### config.mk
export PLATFORM = sky130hd
export DESIGN_NAME = z80_inc16_seq
export DESIGN_NICKNAME = d
export VERILOG_FILES = /design/src/rtl/z80_inc16_pkg.sv /design/src/rtl/z80_inc16_byte_op.sv /design/src/rtl/z80_inc16_seq.sv
export SDC_FILE = /design/constraint.sdc
export NUM_CORES = 1
export LEC_CHECK = 0
export CELL_PAD_IN_SITES_DETAIL_PLACEMENT = 1
export CELL_PAD_IN_SITES_GLOBAL_PLACEMENT = 2
export CORE_MARGIN = 4
export CORE_UTILIZATION = 26
export CTS_BUF_LIST = sky130_fd_sc_hd__clkbuf_8
export DETAILED_ROUTE_END_ITERATION = 8
export PLACE_DENSITY = 0.89
export SETUP_SLACK_MARGIN = 0.15
export SYNTH_ARGS = -nofsm -noshare
export SYNTH_HDL_FRONTEND = slang
export SYNTH_SLANG_ARGS = --single-unit
### constraint.sdc
create_clock -name clk -period 4.1 [get_ports clk]
set_clock_uncertainty 0.05 [all_clocks]
set_input_delay 0.82 -clock clk [delete_from_list [all_inputs] [get_ports clk]]
set_output_delay 0.82 -clock clk [all_outputs]
set_load 0.01 [all_outputs]
### src/rtl/z80_inc16_pkg.sv
// Shared types for the 16-bit INC/DEC rr sequencer: FSM states, register-pair selects.
// Select codes above RR_IY are illegal and complete with err instead of a write.
package z80_inc16_pkg;

  localparam int RR_SEL_W = 3;

  typedef logic [RR_SEL_W-1:0] rr_sel_t;

  localparam rr_sel_t RR_BC = 3'd0;
  localparam rr_sel_t RR_DE = 3'd1;
  localparam rr_sel_t RR_HL = 3'd2;
  localparam rr_sel_t RR_SP = 3'd3;
  localparam rr_sel_t RR_IX = 3'd4;
  localparam rr_sel_t RR_IY = 3'd5;

  typedef enum logic [1:0] {
    IDLE = 2'd0,
    LO   = 2'd1,
    HI   = 2'd2,
    WB   = 2'd3
  } inc16_state_t;

  function automatic logic rr_sel_legal(input rr_sel_t sel);
    return (sel <= RR_IY);
  endfunction

endpackage

### src/rtl/z80_inc16_byte_op.sv
// Operand B / carry-in for one byte pass: +1 is 01 then 00+carry, -1 is FF then FF+carry.
// Purely combinational, no state, no handshake.
module z80_inc16_byte_op (
  input  logic       dec,
  input  logic       hi_phase,
  input  logic       c,
  output logic [7:0] alu_b,
  output logic       alu_cin
);

  always_comb begin
    alu_b   = dec ? 8'hFF : (hi_phase ? 8'h00 : 8'h01);
    alu_cin = hi_phase & c;
  end

endmodule

### src/rtl/z80_inc16_seq.sv
// INC/DEC rr sequencer on the shared 8-bit adder: write strobe 3 cycles after transfer with steady grant,
// stalls while alu_gnt is low, accepts only in IDLE. Z80_INC16_FI_EN adds the fi_* retirement ports.
module z80_inc16_seq
  import z80_inc16_pkg::*;
(
  input  logic                clk,
  input  logic                reset_n,
  input  logic                req_valid,
  output logic                req_ready,
  input  logic                req_dec,
  input  logic [RR_SEL_W-1:0] req_sel,
  output logic [RR_SEL_W-1:0] rf_rd_sel,
  input  logic [15:0]         rf_rd_data,
  output logic                rf_wr_en,
  output logic [RR_SEL_W-1:0] rf_wr_sel,
  output logic [15:0]         rf_wr_data,
  output logic                alu_req,
  input  logic                alu_gnt,
  output logic [7:0]          alu_a,
  output logic [7:0]          alu_b,
  output logic                alu_cin,
  input  logic [7:0]          alu_y,
  input  logic                alu_cout,
  output logic                done,
  output logic                err
`ifdef Z80_INC16_FI_EN
  ,
  output logic                fi_valid,
  output logic [RR_SEL_W-1:0] fi_sel,
  output logic [15:0]         fi_rr_in,
  output logic [15:0]         fi_rr_out
`endif
);

  inc16_state_t state_q, state_d;

  logic [15:0]   op_q;
  rr_sel_t       sel_q;
  logic          dec_q;
  logic          err_q;
  logic [7:0]    lo_q;
  logic [7:0]    hi_q;
  logic          c_q;

  logic          xfer;
  logic          hi_phase;
  logic [7:0]    op_b;
  logic          op_cin;

  assign xfer      = req_valid && req_ready;
  assign rf_rd_sel = req_sel;

  always_comb begin
    state_d   = state_q;
    req_ready = 1'b0;
    alu_req   = 1'b0;
    hi_phase  = 1'b0;
    rf_wr_en  = 1'b0;
    done      = 1'b0;
    err       = 1'b0;
    case (state_q)
      IDLE: begin
        req_ready = 1'b1;
        if (req_valid) begin
          state_d = rr_sel_legal(req_sel) ? LO : WB;
        end
      end
      LO: begin
        alu_req = 1'b1;
        if (alu_gnt) state_d = HI;
      end
      HI: begin
        alu_req  = 1'b1;
        hi_phase = 1'b1;
        if (alu_gnt) state_d = WB;
      end
      WB: begin
        rf_wr_en = !err_q;
        done     = 1'b1;
        err      = err_q;
        state_d  = IDLE;
      end
      default: state_d = IDLE;
    endcase
  end

  always_ff @(posedge clk) begin
    if (!reset_n) begin
      state_q <= IDLE;
      op_q    <= '0;
      sel_q   <= RR_BC;
      dec_q   <= 1'b0;
      err_q   <= 1'b0;
      lo_q    <= '0;
      hi_q    <= '0;
      c_q     <= 1'b0;
    end else begin
      state_q <= state_d;
      if (xfer) begin
        op_q  <= rf_rd_data;
        sel_q <= req_sel;
        dec_q <= req_dec;
        err_q <= !rr_sel_legal(req_sel);
      end
      if (state_q == LO && alu_gnt) begin
        lo_q <= alu_y;
        c_q  <= alu_cout;
      end
      // High-byte carry-out is dropped: the pair wraps modulo 2^16.
      if (state_q == HI && alu_gnt) begin
        hi_q <= alu_y;
      end
    end
  end

  z80_inc16_byte_op u_byte_op (
    .dec      (dec_q),
    .hi_phase (hi_phase),
    .c        (c_q),
    .alu_b    (op_b),
    .alu_cin  (op_cin)
  );

  // Operands are forced to zero when the adder is not requested.
  assign alu_a   = alu_req ? (hi_phase ? op_q[15:8] : op_q[7:0]) : 8'h00;
  assign alu_b   = alu_req ? op_b : 8'h00;
  assign alu_cin = alu_req & op_cin;

  assign rf_wr_sel  = sel_q;
  assign rf_wr_data = {hi_q, lo_q};

`ifdef Z80_INC16_FI_EN
  assign fi_valid  = done && !err_q;
  assign fi_sel    = sel_q;
  assign fi_rr_in  = op_q;
  assign fi_rr_out = {hi_q, lo_q};
`endif

endmodule

### Yosys cells after proc, flatten, opt, wreduce, memory -nomap -nowiden

Index checks and enable logic that the tools add are counted.

| cells by class | value |
|---|---|
| magnitude comparators | 1 |
| eq/ne operators | 6 |
| mux-type cells | 16 |
| bitwise gates (word level) | 2 |
| reduce and logical (&&, ||, !) cells | 8 |

Operators with widths:

| kind | count |
|---|---|
| $mux 8 | 4 |
| $mux 2 | 4 |
| $pmux 2 s4 | 1 |
| $mux 1 | 7 |
| $ne 2x2->1 const B | 3 |
| $eq 2x2->1 const B | 2 |
| $le 3x3->1 const B | 1 |
| $logic_and 1x1->1 | 3 |
| $reduce_and 3->1 | 1 |
| $and 1x1->1 | 2 |
| $eq 2x1->1 const B | 1 |
| $logic_not 1->1 | 2 |
| $logic_not 2->1 | 1 |
| $reduce_or 2->1 | 1 |

| storage, ports and cells | value |
|---|---|
| flip-flop bits (word level) | 40 |
| input port bits | 33 |
| output and inout bits | 44 |
| word-level logic and storage cells | 41 |

### Logic depth before layout (Yosys ltp)

Gate-level depths: netlist of run 1.

| logic depth | value |
|---|---|
| word-level depth | 5 |
| depth in mapped cells | 6 |
| gate-level depth less buffers | 5 |

### By module

From an unflattened synthesis of run 1, not the netlist that was laid out.

| second synthesis, totals | value |
|---|---|
| cells, all modules | 228 |
| area total of the unflattened synthesis | 1918.1 um2 |

By module, submodules not included:

| module | instances | cells an instance | area an instance (um2) | seq. area each (um2) |
|---|---|---|---|---|
| z80_inc16_seq | 1 | 219 | 1853.0 | 800.8 |
| z80_inc16_byte_op | 1 | 9 | 65.1 | 0.0 |

### Worst setup path after synthesis of run 1

No wires, ideal clock.

| timing | value |
|---|---|
| path type | register to output |
| start point | register state_q[0] |
| end point | output port alu_b[2] |
| arrival | 1.320 ns |
| data required time | 3.230 ns |
| path slack | 1.910 ns |
| stages on the path, launching flop included | 5 |
| buffers on the path | 1 |
| path through | dfxtp_1 inv_1 ha_1 and2_1 buf_4 |

| between the ends | value |
|---|---|
| word-level cells in the longest chain between the ends | 4 |
| elaborated cells on any way between the ends | 5 |
| classes of those cells | eq/ne: 2; mux: 2; reduce/logical: 1 |

Ends and longest elaborated chain:

| item | RTL line | source |
|---|---|---|
| start: declaration | z80_inc16_seq.sv:35 | `inc16_state_t state_q, state_d;` |
| start signal: assignment | z80_inc16_seq.sv:98 | `state_q <= state_d;` |
| $eq 2x1->1 or $eq 2x2->1 (tied branches) | z80_inc16_seq.sv:61 | `case (state_q)` |
| $reduce_or 2->1 (no source line) * | n/a |  |
| $mux 1 * | z80_inc16_seq.sv:61 |  |
| via alu_req | z80_inc16_seq.sv:17 | `output logic alu_req,` |
| $mux 8 * | z80_inc16_seq.sv:126 | `assign alu_b = alu_req ? op_b : 8'h00;` |
| end: declaration | z80_inc16_seq.sv:20 | `output logic [7:0] alu_b,` |

The timed path passes the listed nets; every way through them passes the cells marked *.

### Final worst setup path of run 1

| timing | value |
|---|---|
| start point | register state_q[0] |
| end point | output port alu_a[4] |

| between the ends | value |
|---|---|
| word-level cells in the longest chain between the ends | 4 |
| elaborated cells on any way between the ends | 7 |
| classes of those cells | eq/ne: 2; mux: 4; reduce/logical: 1 |

Ends and longest elaborated chain:

| item | RTL line | source |
|---|---|---|
| $eq 2x2->1 or $eq 2x1->1 (tied branches) | z80_inc16_seq.sv:61 |  |
| $mux 1 or $reduce_or 2->1 (tied branches) | n/a |  |
| $mux 8 or $mux 1 (tied branches) | z80_inc16_seq.sv:125, z80_inc16_seq.sv:61 |  |
| $mux 8 * | z80_inc16_seq.sv:125 | `assign alu_a = alu_req ? (hi_phase ? op_q[15:8] : op_q[7:0]) : 8'h00;` |
| end: declaration | z80_inc16_seq.sv:19 | `output logic [7:0] alu_a,` |

Every way passes the cells marked *; elsewhere a longest branch is shown, timed or not.

==> impl_results.md, run 1 <==
* Synth warnings at 0
* Clk pin slew, worst setup/hold paths at 80 ps
* Starting Density at 0.270
* Post-CTS Hold Buffers at 0
* Pre-antenna DRT Iters at 4
* Routed WL per cell at 14.0 um
* Final setup fails at 0
* CTS tree: built
* Required time of the critical path at 3230 ps
* Worst-path cell chain: inv_1, ha_1, mux2i_1, nor2b_1, clkdlybuf4s50_1
* Clock power share at 0.292
* Area of the mapped netlist at 0.00185 sq mm
* Critical Path Fanout Max at 14
* Delay-heaviest family, CP: buffers and inverters
* Netlist cell types at 20
* Status: finished clean
* TNS Setup at 0 ps
* RSZ-0062 raised after global routing: false
* Worst-Margin Slew at 809 ps
* Post-DP HPWL at 3.89 mm
* Number of diodes at 0
* EDFF count, synth at 0
* I/O pin total at 77
* Sequential power share at 0.322
* Kind of critical path: reg -> out
* Yosys reg bits at 40
* Leading cell type in the layout, fill and taps excluded: clkdlybuf4s50_1
* Share of total power in combinational logic at 0.387
* Routability Congestion at 0.683
* Crit share post-route at 0.783
* Synthesized area per cell at 8.51 sq um
* Clock latency on the worst-skew pair at 290 ps
* All-Layer GR Usage at 0.127
* Critical Path Stages at 5
* P&R area growth vs syn at 50.4%
* Hold Path Depth at 2
* Most frequent cells in the layout: 76 x clkdlybuf4s50_1, 60 x nand2_1, 40 x dfxtp_1
* Floorplan row count at 30
* CTS Buf Count at 5
* Fmax at 312 MHz
* Vias after detailed routing at 1656
* Sw Share at 0.315
* First DRT Iteration DRCs at 44
* Slew margin rel. at 0.460
* Core Util, Final at 0.406
* Htree depth at 2
* GRT overflow at 0
* Post-CTS setup buffer count at 0
* Vias in the first global route at 1700
* CP arrival at 2340 ps
* Drt total wl at 5.31 mm
* Clock sinks at 40
* Maximum vdd drop at 296 uV
* Final-stage net count at 321
* Largest net degree at the start of global routing at 22
* Crit. End Element: primary output
* Cts repair resizes at 0
* Final hold viol count at 0
* DRC viols at 0
* Antenna violations before repair at 0
* Core box area at 0.00687 sq mm
* Mapped Cells at 218
* Share of post-route cells with drive strength above 1 at 0.0528
* First-pass GRT wire length at 8.63 mm
* Cell at the slowest stage of the critical path: ha_1
* Die area at 0.00855 sq mm
* Minimum clock period at 3210 ps
* Pint at 1.04 mW
* Max Cap Violations at 0
* Port-buffer cells at 76
* Final ANT Viol Nets at 0
* Slowest stage delay, CP at 670 ps
* CP startpoint kind: flip-flop
* Fill count at 814
* CP bufs+invs at 2
* HP Class: reg -> reg
* Reg2reg path depth at 6
* Routed vias/inst at 4.36
* Power density cells at 546 mW/mm^2
* Ys flop type: dfxtp_1
* P_leak at 0.979 nW
* Hold Slack at 416 ps
* Synth Net Count at 256
* Die H at 92.5 um
* Net Sw Power at 480 uW
* Post-synthesis sequential area ratio at 0.432
* CTS root buf: clkbuf_8
* Chip Width at 92.5 um
* Bufs on Longest Clock Path at 2
* Async set-or-reset flop fraction in the synthesized netlist at 0
* Pins Over Slew Limit at 0
==> registers in the layout, indices dropped and copies added, names as in the netlist <==
signal / cells
dec_q: 1
hi_q: 8
lo_q: 8
state_q: 2
op_q: 16
err_q: 1
rf_wr_sel: 3
c_q: 1
==> Yosys cell counts, types with 2 or more instances <==
library cell | number | share of area
and2_1 | 4 | 0.013
ha_1 | 5 | 0.034
a21boi_0 | 38 | 0.15
nand3_1 | 19 | 0.051
buf_4 | 12 | 0.049
clkbuf_1 | 4 | 0.0081
nand2_1 | 60 | 0.12
nand2_2 | 2 | 0.0067
buf_2 | 6 | 0.016
dfxtp_1 | 40 | 0.43
nand2b_1 | 2 | 0.0067
inv_1 | 2 | 0.0041
mux2i_1 | 9 | 0.049
nor2b_1 | 9 | 0.030
==> worst reg2reg max path, stage by stage, from the launching register on <==
cell      delay, ps
dfxtp_1         340
inv_1           110
ha_1            670
buf_4           300
nand2_2         150
nand2_1         140
a21boi_0         90
==> final cells by class <==
class,count,area (sq um),area share
repair buffers,80,791,0.284
multi-input cells,154,911,0.327
clock inverters,3,90.1,0.0323
clock buffers,5,68.8,0.0247
well taps,96,120,0.0431
flip-flops and latches,40,801,0.287
inverters,2,7.51,0.00269
==> layer usage <==
| layer | wire [um] | up-vias | global-route usage |
|---|---|---|---|
| met1 | 2320 | 778 | 0.157 |
| met4 | 66 | 0 | 0.0408 |
| li1 | - | 840 | - |
| met5 | 0 | - | 0 |
| met2 | 2740 | 33 | 0.218 |
| met3 | 175 | 5 | 0.0276 |
==> through the flow <==
| stage | setup slack (ps) | area, sq um | power (mW) | instances |
|---|---|---|---|---|
| after floorplan | 1910 | 1850 | 0.846 | 218 |
| after global placement | 1240 | 2630 | 1.09 | 372 |
| after detailed placement | 1180 | 2630 | 1.10 | 372 |
| after CTS | 821 | 2790 | 1.56 | 380 |
| after global routing | 709 | 2790 | 1.63 | 380 |
| final | 891 | 2790 | 1.52 | 380 |
==> power by group through the flow <==
stage	Combinational [mW]	Clock [mW]	Sequential (mW)
after global placement	0.594	0	0.496
after detailed placement	0.604	0	0.499
final	0.588	0.444	0.489
after floorplan	0.344	0	0.501
after CTS	0.609	0.461	0.490
after global routing	0.657	0.474	0.498
==> cell families after synthesis <==
group | count (synthesis) | share of synthesized area
AOI/OAI and AO/OA | 42 | 0.171
muxes | 10 | 0.0547
DFF | 40 | 0.432
adders and majority gates | 5 | 0.0337
and+or+nand+nor | 97 | 0.232
buffers and inverters | 24 | 0.0769
==> path summary, 6_finish.rpt <==
kind / from / to / slack [ps]
max: state_q[0] / alu_a[4] / 890
min: c_q / c_q / 420
max reg2reg: state_q[0] / hi_q[7] / 2130
min reg2reg: c_q / c_q / 420
No activity file was read; power rests on OpenSTA's default activity.
==> run 2, diff against run 1 <==
--- a/config.mk
+++ b/config.mk
@@ -8,10 +8,10 @@
 export CELL_PAD_IN_SITES_DETAIL_PLACEMENT = 1
 export CELL_PAD_IN_SITES_GLOBAL_PLACEMENT = 2
 export CORE_MARGIN = 4
-export CORE_UTILIZATION = 26
+export CORE_UTILIZATION = 22
 export CTS_BUF_LIST = sky130_fd_sc_hd__clkbuf_8
 export DETAILED_ROUTE_END_ITERATION = 8
-export PLACE_DENSITY = 0.89
+export PLACE_DENSITY = 0.81
 export SETUP_SLACK_MARGIN = 0.15
 export SYNTH_ARGS = -nofsm -noshare
 export SYNTH_HDL_FRONTEND = slang
==> constraint.sdc (replaced) <==
create_clock -name clk -period 2.7 [get_ports clk]
set_clock_uncertainty 0.05 [all_clocks]
set_input_delay 0.54 -clock clk [delete_from_list [all_inputs] [get_ports clk]]
set_output_delay 0.54 -clock clk [all_outputs]
set_load 0.01 [all_outputs]
==> impl_results.md, run 2 (synthesized netlist as in run 1, its figures left out) <==
* Starting Density at 0.226 (was 0.270)
* CTS tree: built (unchanged)
* Pins Over Slew Limit at 0 (unchanged)
* Crit share post-route at 0.902
* I/O pin total at 77 (unchanged)
* Clock sinks at 40 (unchanged)
* Vias in the first global route at 1707 (was 1700)
* Chip Width at 99.8 um (was 92.5 um)
* Routed WL per cell at 14.1 um (was 14.0 um)
* Largest registers: op_q x16, hi_q x8, lo_q x8 (unchanged)
* First-pass GRT wire length at 8.81 mm (was 8.63 mm)
* Die area at 0.00996 sq mm (was 0.00855 sq mm)
* Fmax at 411 MHz
* Required time of the critical path at 2110 ps (was 3230 ps)
* Most flop-heavy register: op_q (unchanged)
* Final worst slack at 264 ps (was 891 ps)
* Final setup fails at 0 (unchanged)
* Power density cells at 766 mW/mm^2 (was 546 mW/mm^2)
* GRT busiest layer: met2 (unchanged)
* Delay-heaviest family, CP: buffers and inverters (unchanged)
* P_leak at 1.04 nW (was 0.979 nW)
* Number of diodes at 0 (unchanged)
* Largest net degree at the start of global routing at 42 (was 22)
* Clk pin slew, worst setup/hold paths at 70 ps (was 80 ps)
* M3 GR Usage at 0.0285 (was 0.0276)
* HP Class: reg -> reg (unchanged)
* Critical Path Fanout Max at 4 (was 14)
* Worst-Margin Slew at 748 ps (was 809 ps)
* Drt total wl at 5.55 mm (was 5.31 mm)
* CP bufs+invs at 3 (was 2)
* Slowest stage delay, CP at 490 ps (was 670 ps)
* Final hold viol count at 0 (unchanged)
* Final ANT Viol Nets at 0 (unchanged)
* Most frequent cells in the layout: 67 x clkdlybuf4s50_1, 60 x nand2_1, 38 x a21boi_0, 38 x dfxtp_1, 19 x nand3_1 (was 76 x clkdlybuf4s50_1, 60 x nand2_1, 40 x dfxtp_1)
* Share of post-route cells with drive strength above 1 at 0.0796 (was 0.0528)
* Grt met1 use at 0.140 (was 0.157)
* Routability Congestion at 0.714 (was 0.683)
* Leading cell type in the layout, fill and taps excluded: clkdlybuf4s50_1 (unchanged)
* RSZ-0062 raised after global routing: false (unchanged)
* Pre-antenna DRT Iters at 4 (unchanged)
* Routed vias/inst at 4.23 (was 4.36)
* Placed Cells incl. Taps at 383 (was 372)
* Die H at 99.8 um (was 92.5 um)
* Vias after detailed routing at 1665 (was 1656)
* Final-stage net count at 326 (was 321)
* Minimum clock period at 2440 ps
* Max Cap Violations at 0 (unchanged)
* Crit. End Element: primary output (unchanged)
* Met2 Usage GRT at 0.190 (was 0.218)
* Floorplan row count at 33 (was 30)
* Core box area at 0.00822 sq mm (was 0.00687 sq mm)
* All-Layer GR Usage at 0.113 (was 0.127)
* Slew margin rel. at 0.500 (was 0.460)
* Number of flip-flops in the largest register at 16 (unchanged)
* CP arrival at 1850 ps (was 2340 ps)
* Pre-CTS WS at 223 ps (was 1180 ps)
* Port-buffer cells at 76 (unchanged)
* First DRT Iteration DRCs at 40 (was 44)
* CP startpoint kind: flip-flop (unchanged)
* DRC viols at 0 (unchanged)
* Layout Cells excl Fill at 394 (was 380)
* Worst-path cell chain: inv_2, ha_1, buf_6, mux2_2, clkdlybuf4s50_1 (was inv_1, ha_1, mux2i_1, nor2b_1, clkdlybuf4s50_1)
* Maximum vdd drop at 360 uV (was 296 uV)
* CTS root buf: clkbuf_8 (unchanged)
* Clock latency on the worst-skew pair at 280 ps (was 290 ps)
* Status: finished clean (unchanged)
* Kind of critical path: reg -> out (unchanged)
* GRT overflow at 0 (unchanged)
* Bufs on Longest Clock Path at 2 (unchanged)
* Post-DP HPWL at 4.01 mm (was 3.89 mm)
* Post-CTS Hold Buffers at 0 (unchanged)
* TNS Setup at 0 ps (unchanged)
* Core Util, Final at 0.340 (was 0.406)
* CTS Buf Count at 5 (unchanged)
* P&R area growth vs syn at 50.7% (was 50.4%)
* Htree depth at 2 (unchanged)
* Antenna violations before repair at 0 (unchanged)
* Cell at the slowest stage of the critical path: clkdlybuf4s50_1 (was ha_1)
[run 2: changes by cell type in the layout (fill, tap and decap cells not counted), moves of 2 or more]
| cell | delta |
|---|---|
| dlygate4sd2_1 | +8 |
| dfxtp_1 | -2 |
| dfxtp_2 | +2 |
| buf_4 | +3 |
| bufinv_16 | -3 |
| clkdlybuf4s50_1 | -9 |
[run 2: final timing paths]
kind / startpoint / end / slack (ps) / cells past startpoint
worst min-delay path: c_q / c_q / 410 / 2
worst max register to register: state_q[1] / op_q[7] / 980 / 5
worst max-delay path: state_q[0] / alu_b[0] / 260 / 5
worst min register to register: c_q / c_q / 410 / 2
[run 2: metal layers]
layer  vias to the layer above  routed length [um]
met4                         0                  87
met2                        40                2800
met5                         -                   0
met3                         7                 241
li1                        850                   -
met1                       768                2420
[run 2: timing repair]
item,4_1_cts,5_1_grt
setup buffers,3,0
setup endpoints to repair,16,9
resized for setup,14,3
[run 2: cell type report]
| type | instances | area, sq um |
|---|---|---|
| Sequential cell | 40 | 803 |
| Fill cell | 957 | 5420 |
| Tap cell | 105 | 131 |
| Clock buffer | 6 | 82.6 |
| Multi-Input combinational cell | 154 | 926 |
| Timing Repair Buffer | 85 | 837 |
| Clock inverter | 2 | 7.51 |
| Inverter | 2 | 7.51 |
[run 2: power breakdown]
group | internal (mW) | total [mW] | leakage (nW) | switching [mW]
clock network | 0.201 | 0.399 | 0.0538 | 0.198
registers | 0.690 | 0.747 | 0.327 | 0.0569
logic | 0.500 | 0.997 | 0.661 | 0.496
[run 2: worst min-delay path: stages, from the launching register on]
cell and delay (ps):
dfxtp_1 310, nand2_1 40, a21boi_0 60
[run 2: stage by stage]
step | power (mW) | cell area, sq um | hold slack, ps
global route | 2.31 | 2800 | 437
global placement | 1.68 | 2660 | 397
floorplan | 1.28 | 1850 | 389
CTS | 2.19 | 2790 | 417
detailed placement | 1.70 | 2660 | 406
finish | 2.14 | 2800 | 409
